==> config.mk <==
export PLATFORM = sky130hd
export DESIGN_NAME = demux12_2bit_tdm
export DESIGN_NICKNAME = d
export VERILOG_FILES = /design/src/rtl/demux12_2bit_tdm.sv
export SDC_FILE = /design/constraint.sdc
export NUM_CORES = 1
export LEC_CHECK = 0
export BUFFER_PORTS_ARGS = -buffer_cell sky130_fd_sc_hd__clkbuf_2
export CAP_MARGIN = 20
export CORE_ASPECT_RATIO = 1.25
export CORE_MARGIN = 2
export CORE_UTILIZATION = 45
export CTS_CLUSTER_DIAMETER = 100
export DETAILED_ROUTE_END_ITERATION = 16
export GPL_TIMING_DRIVEN = 0
export PLACE_DENSITY = 0.66
export SYNTH_ARGS = -nofsm -noshare
export SYNTH_HDL_FRONTEND = slang
export SYNTH_SLANG_ARGS = --single-unit
==> constraint.sdc <==
create_clock -name clk -period 2.05 [get_ports clk]
set_clock_uncertainty 0.2 [all_clocks]
set_input_delay 0.41 -clock clk [delete_from_list [all_inputs] [get_ports clk]]
set_output_delay 0.41 -clock clk [all_outputs]
set_load 0.02 [all_outputs]
==> src/rtl/demux12_2bit_tdm.sv <==
// Receive-side 1:2 time-division demultiplexer for the 2:1 2-bit mux stream.
// Words are steered to x or y by an explicit select or by a frame-sync FSM.
module demux12_2bit_tdm #(
   parameter int WIDTH   = 2,
   parameter int TIMEOUT = 15
) (
   input  logic             clk,
   input  logic             reset,
   input  logic             mode,
   input  logic             s,
   input  logic             in_valid,
   input  logic             in_sync,
   input  logic [WIDTH-1:0] d,
   output logic [WIDTH-1:0] x,
   output logic [WIDTH-1:0] y,
   output logic             x_stb,
   output logic             y_stb,
   output logic             locked,
   output logic             sync_err
);

   typedef enum logic [1:0] {
      HUNT     = 2'd0,
      EXPECT_Y = 2'd1,
      EXPECT_X = 2'd2
   } state_t;

   localparam logic [7:0] TO_CNT = TIMEOUT[7:0];

   state_t           state, state_n;
   logic [7:0]       cnt, cnt_n, cnt_inc;
   logic [WIDTH-1:0] x_n, y_n;
   logic             x_stb_n, y_stb_n, locked_n, sync_err_n;

   assign cnt_inc = cnt + 8'd1;

   always_comb begin
      state_n    = state;
      cnt_n      = cnt;
      x_n        = x;
      y_n        = y;
      x_stb_n    = 1'b0;
      y_stb_n    = 1'b0;
      locked_n   = locked;
      sync_err_n = 1'b0;

      if (!mode) begin
         // Manual routing; the frame tracker is parked so auto mode restarts clean.
         state_n  = HUNT;
         cnt_n    = 8'd0;
         locked_n = 1'b0;
         if (in_valid) begin
            if (s) begin
               x_n     = d;
               x_stb_n = 1'b1;
            end else begin
               y_n     = d;
               y_stb_n = 1'b1;
            end
         end
      end else begin
         case (state)
            HUNT: begin
               cnt_n = 8'd0;
               if (in_valid && in_sync) begin
                  x_n      = d;
                  x_stb_n  = 1'b1;
                  locked_n = 1'b1;
                  state_n  = EXPECT_Y;
               end
            end
            EXPECT_Y, EXPECT_X: begin
               if (in_valid) begin
                  cnt_n = 8'd0;
                  if (in_sync) begin
                     // A sync word in the Y slot is a resync: take it as the new X.
                     x_n        = d;
                     x_stb_n    = 1'b1;
                     sync_err_n = (state == EXPECT_Y);
                     state_n    = EXPECT_Y;
                  end else if (state == EXPECT_Y) begin
                     y_n     = d;
                     y_stb_n = 1'b1;
                     state_n = EXPECT_X;
                  end else begin
                     sync_err_n = 1'b1;
                     locked_n   = 1'b0;
                     state_n    = HUNT;
                  end
               end else if (cnt_inc == TO_CNT) begin
                  cnt_n    = 8'd0;
                  locked_n = 1'b0;
                  state_n  = HUNT;
               end else begin
                  cnt_n = cnt_inc;
               end
            end
            default: begin
               state_n  = HUNT;
               cnt_n    = 8'd0;
               locked_n = 1'b0;
            end
         endcase
      end
   end

   always_ff @(posedge clk) begin
      if (reset) begin
         state    <= HUNT;
         cnt      <= 8'd0;
         x        <= '0;
         y        <= '0;
         x_stb    <= 1'b0;
         y_stb    <= 1'b0;
         locked   <= 1'b0;
         sync_err <= 1'b0;
      end else begin
         state    <= state_n;
         cnt      <= cnt_n;
         x        <= x_n;
         y        <= y_n;
         x_stb    <= x_stb_n;
         y_stb    <= y_stb_n;
         locked   <= locked_n;
         sync_err <= sync_err_n;
      end
   end

endmodule

==> impl_results.md, run 1 <==
* # IOs at 16
* Pre-antenna DRT Iters at 2
* Worst VDD drop at 0.4865 mV
* H-tree depth at 1
* Lkg Pwr at 0.4574 nW
* Crit start category: register
* Slew Limit Headroom at 0.7485
* Peak fanout along the critical path at 8
* First-pass GRT wire length at 3332 microns
* Synth Area per Inst at 8.609 sq um
* Starting density of the core at 0.4656
* Most area-hungry cell type in the Yosys netlist: dfxtp_1
* CTS Buffer Depth at 2
* Period utilization at 0.9104
* Top-count cell post-synth: dfxtp_1
* Syn. warnings at 0
* CTS clk-pin slew, worst paths at 0.10 ns
* Layout cells sized above 1 at 0.2206
* Final HPWL DP at 1527 microns
* #FFs+latches synth at 18
* Ys async rst share at 0
* Cell Area, Synth at 1007 sq um
* FP Rows at 19
* Post_cts resized at 0
* Fin cells at 167
* Gr usage total at 0.1743
* Top FF cell, synth: dfxtp_1
* Sequential cell area at roughly 360 sq um
* Post-CTS setup buffer count at 0
* Post-route minimum period at 1.866 ns
* Worst endpoint required time at between 2 and 2.5 ns
* Crit path kind: register to register
* Initial antenna violation count at 0
* Final setup vio count at 0
* Status: finished clean
* DRT Wirelength at a little under 2000 microns
* Core box area at 2163 sq um
* DR iter-0 viols at 11
* Sequential share of the synthesized area at 0.3578
* Pre-CTS setup slack at roughly 0.060 ns
* M3 GR Usage at 0.02894
* Met1 track demand over resource at 0.1936
* Die W at between 40 and 50 microns
* CTS tree: done
* Kind of end point of the critical path: register
* Skew-Pair Late Insertion Delay at 0.29 ns
* CTS root buf: clkbuf_4
* Post-Place Cells at 163
* RSZ-0062 raised after global routing: no
* Area delta synth->final at 15.03%
* Worst Hold Class: input pin to register
* Fin. max-slew vios at 0
* Area of the multi-input gates at 600.6 sq um
* Syn Inst Count at 117
* Clk sink count at 18
* Gpl congestion at roughly 0.81
* WL/cell at 11.65 microns
* Worst path arrival time at ~1.9 ns
* Design area at 1159 sq um
* Post-DRT Antenna Nets at 0
* Setup TNS Final at 0 ns
* Synth top area cells: dfxtp_1, ha_1, nor2_1
* # port buffers at 15
* DR vias/cell at 5.198
* Antenna cell count at 0
* Fmax at 535.8 MHz
* Vias at 868
* Syn Nets at 131
* Setup WS post-layout at 0.1837 ns
* Drc violations at 0
* Post-synth EDFFs at 0
* Die area at 2635 sq um
* CTS Hold Bufs at 0
* Synth top cells by count: dfxtp_1, nor2_1, inv_1
* Global route overflow at 0
* PD cells at between 500 and 600 nW/um^2
* Die height at 56.90 microns
* Max Cap Viol at 0
* Global routing met2 resource utilization at 0.3016
* Netlist cell types at 35
* GRT Max-Usage Layer: met2
* Top cell type's share of synthesized area at 0.3578
* Nets at 151
* Number of fill cells at 232
* Vias in the first global route at between 800 and 900
* Largest net degree at the start of global routing at 11
* Placed Area at 1121 sq um
* CTS Buf Count at 3
* Reg-to-reg slack, setup at 0.18 ns
* Worst-Margin Slew at 0.3772 ns
* Hold Vio Cnt, Final at 0
-- report_power, final --
part	switching, mW	leakage [nW]	internal (mW)
registers	0.00382	0.146	0.356
logic	0.0431	0.290	0.0277
clock network	0.109	0.0210	0.108
-- cell families after synthesis --
family / synth area share
xor+xnor: 0.05217
simple gates: 0.2398
mux: 0.01988
compound gates: 0.2099
buf+inv: 0.04596
flops: 0.3578
fa+ha+maj: 0.07453
-- worst paths after layout --
kind / from / to / depth (start not counted)
max: cnt[1] / locked / 6
min: reset / x[1] / 2
max reg2reg: cnt[1] / locked / 6
min reg2reg: x[0] / x[0] / 2
-- layout make-up --
| class | count | share of cell area |
|---|---|---|
| Clock buffer | 4 | 0.03132 |
| Tap cell | 31 | 0.03348 |
| Sequential cell | 18 | 0.3121 |
| Multi-Input combinational cell | 87 | 0.5184 |
| Buffer | 2 | 0.007559 |
| Inverter | 10 | 0.03240 |
| Timing Repair Buffer | 15 | 0.06479 |
-- cells in the final DEF (no fill, tap or decap), types with 2 or more instances in the layout --
cell      netlist  final
inv_1          10     10
mux2i_1         2      2
xor2_1          2      2
a21bo_2         2      2
clkbuf_2        0     15
nand2_1         9      9
ha_1            6      6
nand2b_1        2      2
and3b_1         2      2
o22ai_1         2      2
clkbuf_4        0      3
xnor2_1         4      4
nor2_1         16     16
a21oi_1         5      5
o21ai_0         5      4
nor3b_1         2      2
nor3_1          2      2
nand3b_1        3      3
dfxtp_1        18     17
nand3_1         8      8
-- routing by layer --
metal	routed length, microns	vias up	part of all wire
li1	-	445	-
met1	820	411	0.42
met2	1066	10	0.55
met3	40	2	0.021
met4	18	0	0.0093
met5	0	-	0
-- per-stage QoR --
step	power [mW]	utilization	hold WS, ns
5_1_grt	0.6817	0.5356	0.1555
3_5_place_dp	0.4383	0.5182	0.2578
3_3_place_gp	0.4363	0.5182	0.2477
6_report	0.6480	0.5356	0.1619
4_1_cts	0.6582	0.5350	0.1590
2_1_floorplan	0.4123	-	0.2791
-- worst max-delay path: stages, from the launching register on --
cell	delay, ns
dfxtp_2	0.42
ha_1	0.23
and3_1	0.22
and4b_1	0.22
o221ai_2	0.14
o21bai_4	0.24
o2bb2ai_2	0.09
-- sequential cells by signal, summed over array words and instances (netlist names) --
register / cells
y: 2
state: 2
sync_err: 1
x_stb: 1
y_stb: 1
cnt: 8
locked: 1
x: 2
No activity file was read; power rests on OpenSTA's default activity.
==> inputs of run 2 (changes only) <==
--- a/config.mk
+++ b/config.mk
@@ -7,13 +7,15 @@
 export LEC_CHECK = 0
 export BUFFER_PORTS_ARGS = -buffer_cell sky130_fd_sc_hd__clkbuf_2
 export CAP_MARGIN = 20
+export CELL_PAD_IN_SITES_DETAIL_PLACEMENT = 0
+export CELL_PAD_IN_SITES_GLOBAL_PLACEMENT = 1
 export CORE_ASPECT_RATIO = 1.25
 export CORE_MARGIN = 2
-export CORE_UTILIZATION = 45
+export CORE_UTILIZATION = 41
 export CTS_CLUSTER_DIAMETER = 100
 export DETAILED_ROUTE_END_ITERATION = 16
 export GPL_TIMING_DRIVEN = 0
-export PLACE_DENSITY = 0.66
+export PLACE_DENSITY_LB_ADDON = 0.1
 export SYNTH_ARGS = -nofsm -noshare
 export SYNTH_HDL_FRONTEND = slang
 export SYNTH_SLANG_ARGS = --single-unit
==> impl_results.md, run 2 (same netlist as run 1, synthesis figures left out) <==
* Worst path max stage delay at 0.41 ns (was 0.42 ns)
* Logic pwr share at 0.109 (about the same)
* Hold Vio Cnt, Final at 0 (unchanged)
* Fmax at 533.5 MHz (was 535.8 MHz)
* Clock Power Share at 0.329 (was 0.335)
* # port buffers at 15 (unchanged)
* Die height at 59.42 microns (was 56.90 microns)
* Commonest non-fill, non-tap cell in the layout: dfxtp_1 (unchanged)
* H-tree depth at 1 (unchanged)
* Sw frac at 0.2318 (was 0.2405)
* Largest register FFs at 8 (unchanged)
* Global route overflow at 0 (unchanged)
* Initial antenna violation count at 0 (unchanged)
* Area of the multi-input gates at 603.1 sq um (was 600.6 sq um)
* Reg2reg end: locked (unchanged)
* PD cells at 550.7 nW/um^2 (was 559.3 nW/um^2)
* Lkg Pwr at 0.4564 nW (was 0.4574 nW)
* Starting density of the core at 0.4237 (was 0.4656)
* Worst r2r src: cnt[1] (unchanged)
* Number of fill cells at 252 (was 232)
* Gpl congestion at 0.8120 (was 0.8114)
* Post-DRT Antenna Nets at 0 (unchanged)
* # IOs at 16 (unchanged)
* Post-route minimum period at 1.875 ns (was 1.866 ns)
* CTS Buffer Depth at 2 (unchanged)
* CTS Hold Bufs at 0 (unchanged)
* Setup TNS Final at 0 ns (unchanged)
* Worst path arrival time at 1.86 ns (was 1.85 ns)
* Hold EP: x[1] (unchanged)
* Area delta synth->final at 15.53% (was 15.03%)
* Overall power at 0.6409 mW (was 0.6480 mW)
* Die area at 2872 sq um (was 2635 sq um)
* P_int at 0.4923 mW (was 0.4922 mW)
* Clk sink count at 18 (unchanged)
* Largest net degree at the start of global routing at 11 (unchanged)
* Max Cap Viol at 0 (unchanged)
* Kind of end point of the critical path: register (unchanged)
* Nets at 151 (unchanged)
* Pre-antenna DRT Iters at 4 (was 2)
* RSZ-0062 raised after global routing: no (unchanged)
* Antenna cell count at 0 (unchanged)
* Final HPWL DP at 1504 microns (was 1527 microns)
* Share of power burned in registers at 0.562 (was 0.556)
* Crit path kind: register to register (unchanged)
* Placed Area at 1124 sq um (was 1121 sq um)
* DR iter-0 viols at 29 (was 11)
* CP Cell Sequence: ha_1 > and3_1 > and4b_1 > o221ai_2 > o21bai_4 > o2bb2ai_2 (unchanged)
* Final setup vio count at 0 (unchanged)
* Worst Hold Class: input pin to register (unchanged)
* Slew Limit Headroom at 0.7439 (was 0.7485)
* Fin. max-slew vios at 0 (unchanged)
* CTS tree: done (unchanged)
* CTS Buf Count at 3 (unchanged)
* Worst path slowest cell: dfxtp_2 (unchanged)
* CTS clk-pin slew, worst paths at 0.10 ns (about the same)
* CTS root buf: clkbuf_4 (unchanged)
* Peak fanout along the critical path at 8 (unchanged)
* Design area at 1164 sq um (was 1159 sq um)
* Gr usage total at 0.1533 (was 0.1743)
* CP delay by family, top: compound AO/OA/AOI/OAI gates (unchanged)
* Sequential cell area at 361.6 sq um (unchanged)
* Vias in the first global route at 785 (was 825)
* Switching pwr at 0.1486 mW (was 0.1558 mW)
* Worst reg-to-reg path cell count at 6 (unchanged)
* Worst hold path depth at 3 (was 2)
* Drc violations at 0 (unchanged)
* Layout cells sized above 1 at 0.2279 (was 0.2206)
* DR vias/cell at 5.041 (was 5.198)
* Crit start category: register (unchanged)
* FP Rows at 20 (was 19)
* Worst-Margin Slew at 0.3842 ns (was 0.3772 ns)
* Skew-Pair Late Insertion Delay at 0.28 ns (was 0.29 ns)
* Status: finished clean (unchanged)
* WL/cell at 11.14 microns (was 11.65 microns)
* Worst VDD drop at 0.2950 mV (was 0.4865 mV)
* First-pass GRT wire length at 3332 microns (unchanged)
* Core box area at 2377 sq um (was 2163 sq um)
* Commonest cells after routing, fill and taps aside: dfxtp_1, nor2_1, clkbuf_2 (unchanged)
* Top reg by flops: cnt (unchanged)
* Min-delay src: d[1] (was reset)
* Reg-to-reg slack, setup at 0.18 ns (about the same)
* Crit path from: cnt[1] (unchanged)
* Die W at 48.33 microns (was 46.32 microns)
* Worst path bufs/invs at 0 (unchanged)
* Post-Route Utilization at 0.4895 (was 0.5356)
* Worst endpoint required time at 2.03 ns (was 2.04 ns)
* DRT Wirelength at 1883 microns (was 1945 microns)
* Period utilization at 0.9144 (was 0.9104)
* Vias at 852 (was 868)
## run 2: cell types whose count changed in the layout (fill, tap and decap cells not counted)
cell,before,now
o21ai_1,1,0
ha_2,0,1
ha_1,6,5
o21ai_0,4,5
## run 2: metrics by stage
stage	setup WS, ns	hold slack [ns]	std cells
floorplan	0.2723	0.2791	117
global placement	0.07163	0.2466	165
detailed placement	0.07491	0.2607	165
CTS	0.05557	0.1464	169
global route	0.05413	0.1662	169
finish	0.1755	0.1663	169
## run 2: worst max path at each step
stage	endpoint	slack [ns]	depth (start not counted)
floorplan	state[1]	0.27	6
global placement	locked	0.07	6
detailed placement	locked	0.07	6
CTS	locked	0.06	6
global route	x[0]	0.05	7
finish	locked	0.18	6
## run 2: power groups by stage
| stage | clock [mW] | combinational, mW | sequential (mW) |
|---|---|---|---|
| final | 0.211 | 0.0700 | 0.360 |
| after global routing | 0.239 | 0.0792 | 0.362 |
| after CTS | 0.224 | 0.0699 | 0.360 |
| after detailed placement | 0 | 0.0698 | 0.368 |
| after global placement | 0 | 0.0697 | 0.368 |
| after floorplan | 0 | 0.0372 | 0.375 |
## run 2: layout make-up
| cell class | instances | share of cell area |
|---|---|---|
| repair buffers | 15 | 0.06452 |
| flip-flops and latches | 18 | 0.3108 |
| inverters | 10 | 0.03226 |
| well taps | 33 | 0.03548 |
| clock buffers | 4 | 0.03118 |
| multi-input cells | 87 | 0.5183 |
| plain buffers | 2 | 0.007527 |
## run 2: metal layers
metal / wire length [microns] / GRT usage / part of all wire / vias to the layer above
li1: - / - / - / 444
met1: 836 / 0.1688 / 0.44 / 391
met2: 956 / 0.2778 / 0.51 / 15
met3: 73 / 0.03283 / 0.039 / 2
met4: 17 / 0.08571 / 0.0090 / 0
met5: 0 / 0 / 0 / -
## run 2: worst min-delay path: stages
cell      delay, ns
clkbuf_2       0.09
nand3_1        0.06
a21oi_1        0.05
## run 2: repair_timing
item	in CTS	in global routing
gates resized for setup	0	2
setup buffers	0	0
setup endpoints to repair	0	9
==> inputs of run 3 (changes only) <==
--- a/config.mk
+++ b/config.mk
@@ -10,7 +10,7 @@
 export CELL_PAD_IN_SITES_DETAIL_PLACEMENT = 0
 export CELL_PAD_IN_SITES_GLOBAL_PLACEMENT = 1
 export CORE_ASPECT_RATIO = 1.25
-export CORE_MARGIN = 2
+export CORE_MARGIN = 4
 export CORE_UTILIZATION = 41
 export CTS_CLUSTER_DIAMETER = 100
 export DETAILED_ROUTE_END_ITERATION = 16
==> impl_results.md, run 3 (same netlist as run 1, synthesis figures left out) <==
* Status: finished clean (unchanged)
* Setup TNS Final at 0 ns (unchanged)
* CTS clk-pin slew, worst paths at 0.10 ns (about the same)
* Hold Vio Cnt, Final at 0 (unchanged)
* Design area at 1159 sq um (was 1164 sq um)
* Area delta synth->final at 15.03% (was 15.53%)
* Max Cap Viol at 0 (unchanged)
* Starting density of the core at 0.4413 (was 0.4237)
* Die W at 52.33 microns (was 48.33 microns)
* Placed Area at 1121 sq um (was 1124 sq um)
* Final hold slack at 0.1576 ns (was 0.1663 ns)
* Kind of end point of the critical path: register (unchanged)
* WL/cell at 11.36 microns (was 11.14 microns)
* Skew-Pair Late Insertion Delay at 0.28 ns (about the same)
* DR iter-0 viols at 7 (was 29)
* Lkg Pwr at 0.4574 nW (was 0.4564 nW)
* Clk sink count at 18 (unchanged)
* Worst Hold Class: input pin to register (unchanged)
* Period utilization at 0.9087 (was 0.9144)
* Pre-antenna DRT Iters at 4 (unchanged)
* Vias in the first global route at 786 (was 785)
* # port buffers at 15 (unchanged)
* Post-Place Cells at 163 (was 165)
* Final HPWL DP at 1539 microns (was 1504 microns)
* Worst endpoint required time at 2.04 ns (was 2.03 ns)
* CTS tree: done (unchanged)
* Worst path arrival time at 1.85 ns (was 1.86 ns)
* DRT Wirelength at 1897 microns (was 1883 microns)
* Fin. max-slew vios at 0 (unchanged)
* Largest net degree at the start of global routing at 11 (unchanged)
* Min-delay src: reset (was d[1])
* Drc violations at 0 (unchanged)
* Die area at 3319 sq um (was 2872 sq um)
* Crit path kind: register to register (unchanged)
* Crit path from: cnt[1] (unchanged)
* Nets at 151 (unchanged)
* H-tree depth at 1 (unchanged)
* Gr usage total at 0.1259 (was 0.1533)
* CTS Buffer Depth at 2 (unchanged)
* Final setup vio count at 0 (unchanged)
* PD cells at 555.9 nW/um^2 (was 550.7 nW/um^2)
* Commonest non-fill, non-tap cell in the layout: dfxtp_1 (unchanged)
* CTS Buf Count at 3 (unchanged)
* Top reg by flops: cnt (unchanged)
* FP Rows at 19 (was 20)
* Post-route minimum period at 1.863 ns (was 1.875 ns)
* Slew Limit Headroom at 0.7469 (was 0.7439)
* Crit start category: register (unchanged)
* RSZ-0062 raised after global routing: no (unchanged)
* Worst VDD drop at 0.4156 mV (was 0.2950 mV)
* Worst reg-to-reg path cell count at 6 (unchanged)
* Vias at 822 (was 852)
* # IOs at 16 (unchanged)
* Commonest cells after routing, fill and taps aside: dfxtp_1, nor2_1, clkbuf_2 (unchanged)
* Die height at 63.42 microns (was 59.42 microns)
* Initial antenna violation count at 0 (unchanged)
* Peak fanout along the critical path at 8 (unchanged)
* First-pass GRT wire length at 3277 microns (was 3332 microns)
* Global route overflow at 0 (unchanged)
* Gpl congestion at 0.8031 (was 0.8120)
* Worst r2r src: cnt[1] (unchanged)
* Largest register FFs at 8 (unchanged)
* DR vias/cell at 4.922 (was 5.041)
* Fin cells at 167 (was 169)
* Antenna cell count at 0 (unchanged)
* Post-DRT Antenna Nets at 0 (unchanged)
* Core box area at 2282 sq um (was 2377 sq um)
* Worst hold path depth at 2 (was 3)
* CTS root buf: clkbuf_4 (unchanged)
* Worst-Margin Slew at 0.3796 ns (was 0.3842 ns)
* Layout cells sized above 1 at 0.2206 (was 0.2279)
* Fmax at 536.8 MHz (was 533.5 MHz)
==> run 3: cell count changes in the layout (fill, tap and decap cells not counted) <==
cell	delta
ha_1	+1
ha_2	-1
o21ai_0	-1
o21ai_1	+1
==> run 3: timing repair <==
item / CTS / global route
endpoints found under the setup margin: 0 / 7
hold buffers: 0 / 0
resized for setup: 0 / 2
buffers inserted: 0 / 0
hold endpoints to repair: 0 / 0
==> run 3: area by class of cell <==
type                    count  area (sq um)
plain buffers               2         8.758
clock buffers               4         36.28
fillers                   252          1124
inverters                  10         37.54
multi-input cells          87         600.6
flip-flops and latches     18         361.6
well taps                  31         38.79
repair buffers             15         75.07
==> run 3: critical path, cell delays in order, from the launching register on <==
cell and delay [ns]:
dfxtp_2 0.42, ha_1 0.23, and3_1 0.23, and4b_1 0.23, o221ai_2 0.14, o21bai_4 0.23
o2bb2ai_2 0.09
==> run 3: final timing paths <==
check	to	slack, ns
worst max register to register	locked	0.19
worst min-delay path	x[1]	0.16
worst min register to register	x[1]	0.26
worst max-delay path	locked	0.19
==> run 3: where the power goes <==
group	leakage [nW]	switching, mW	internal (mW)	total [mW]
logic	0.290	0.0417	0.0276	0.0694
registers	0.146	0.00359	0.356	0.360
clock network	0.0210	0.107	0.108	0.215
total	0.457	0.152	0.492	0.644
==> run 3: layer usage <==
| layer | vias to the layer above | GRT usage | wire length (microns) |
|---|---|---|---|
| met4 | 0 | 0.04792 | 14 |
| met3 | 2 | 0.02123 | 54 |
| met5 | - | 0 | 0 |
| met2 | 10 | 0.2081 | 920 |
| met1 | 368 | 0.1587 | 907 |
| li1 | 442 | - | - |
==> run 3: per-stage QoR <==
stage | power, mW | util | worst slack (ns)
2_1_floorplan | 0.4123 | - | 0.2723
3_3_place_gp | 0.4371 | 0.4912 | 0.06563
3_5_place_dp | 0.4377 | 0.4912 | 0.07255
4_1_cts | 0.6587 | 0.5071 | 0.05817
5_1_grt | 0.6787 | 0.5077 | 0.05208
6_report | 0.6441 | 0.5077 | 0.1873
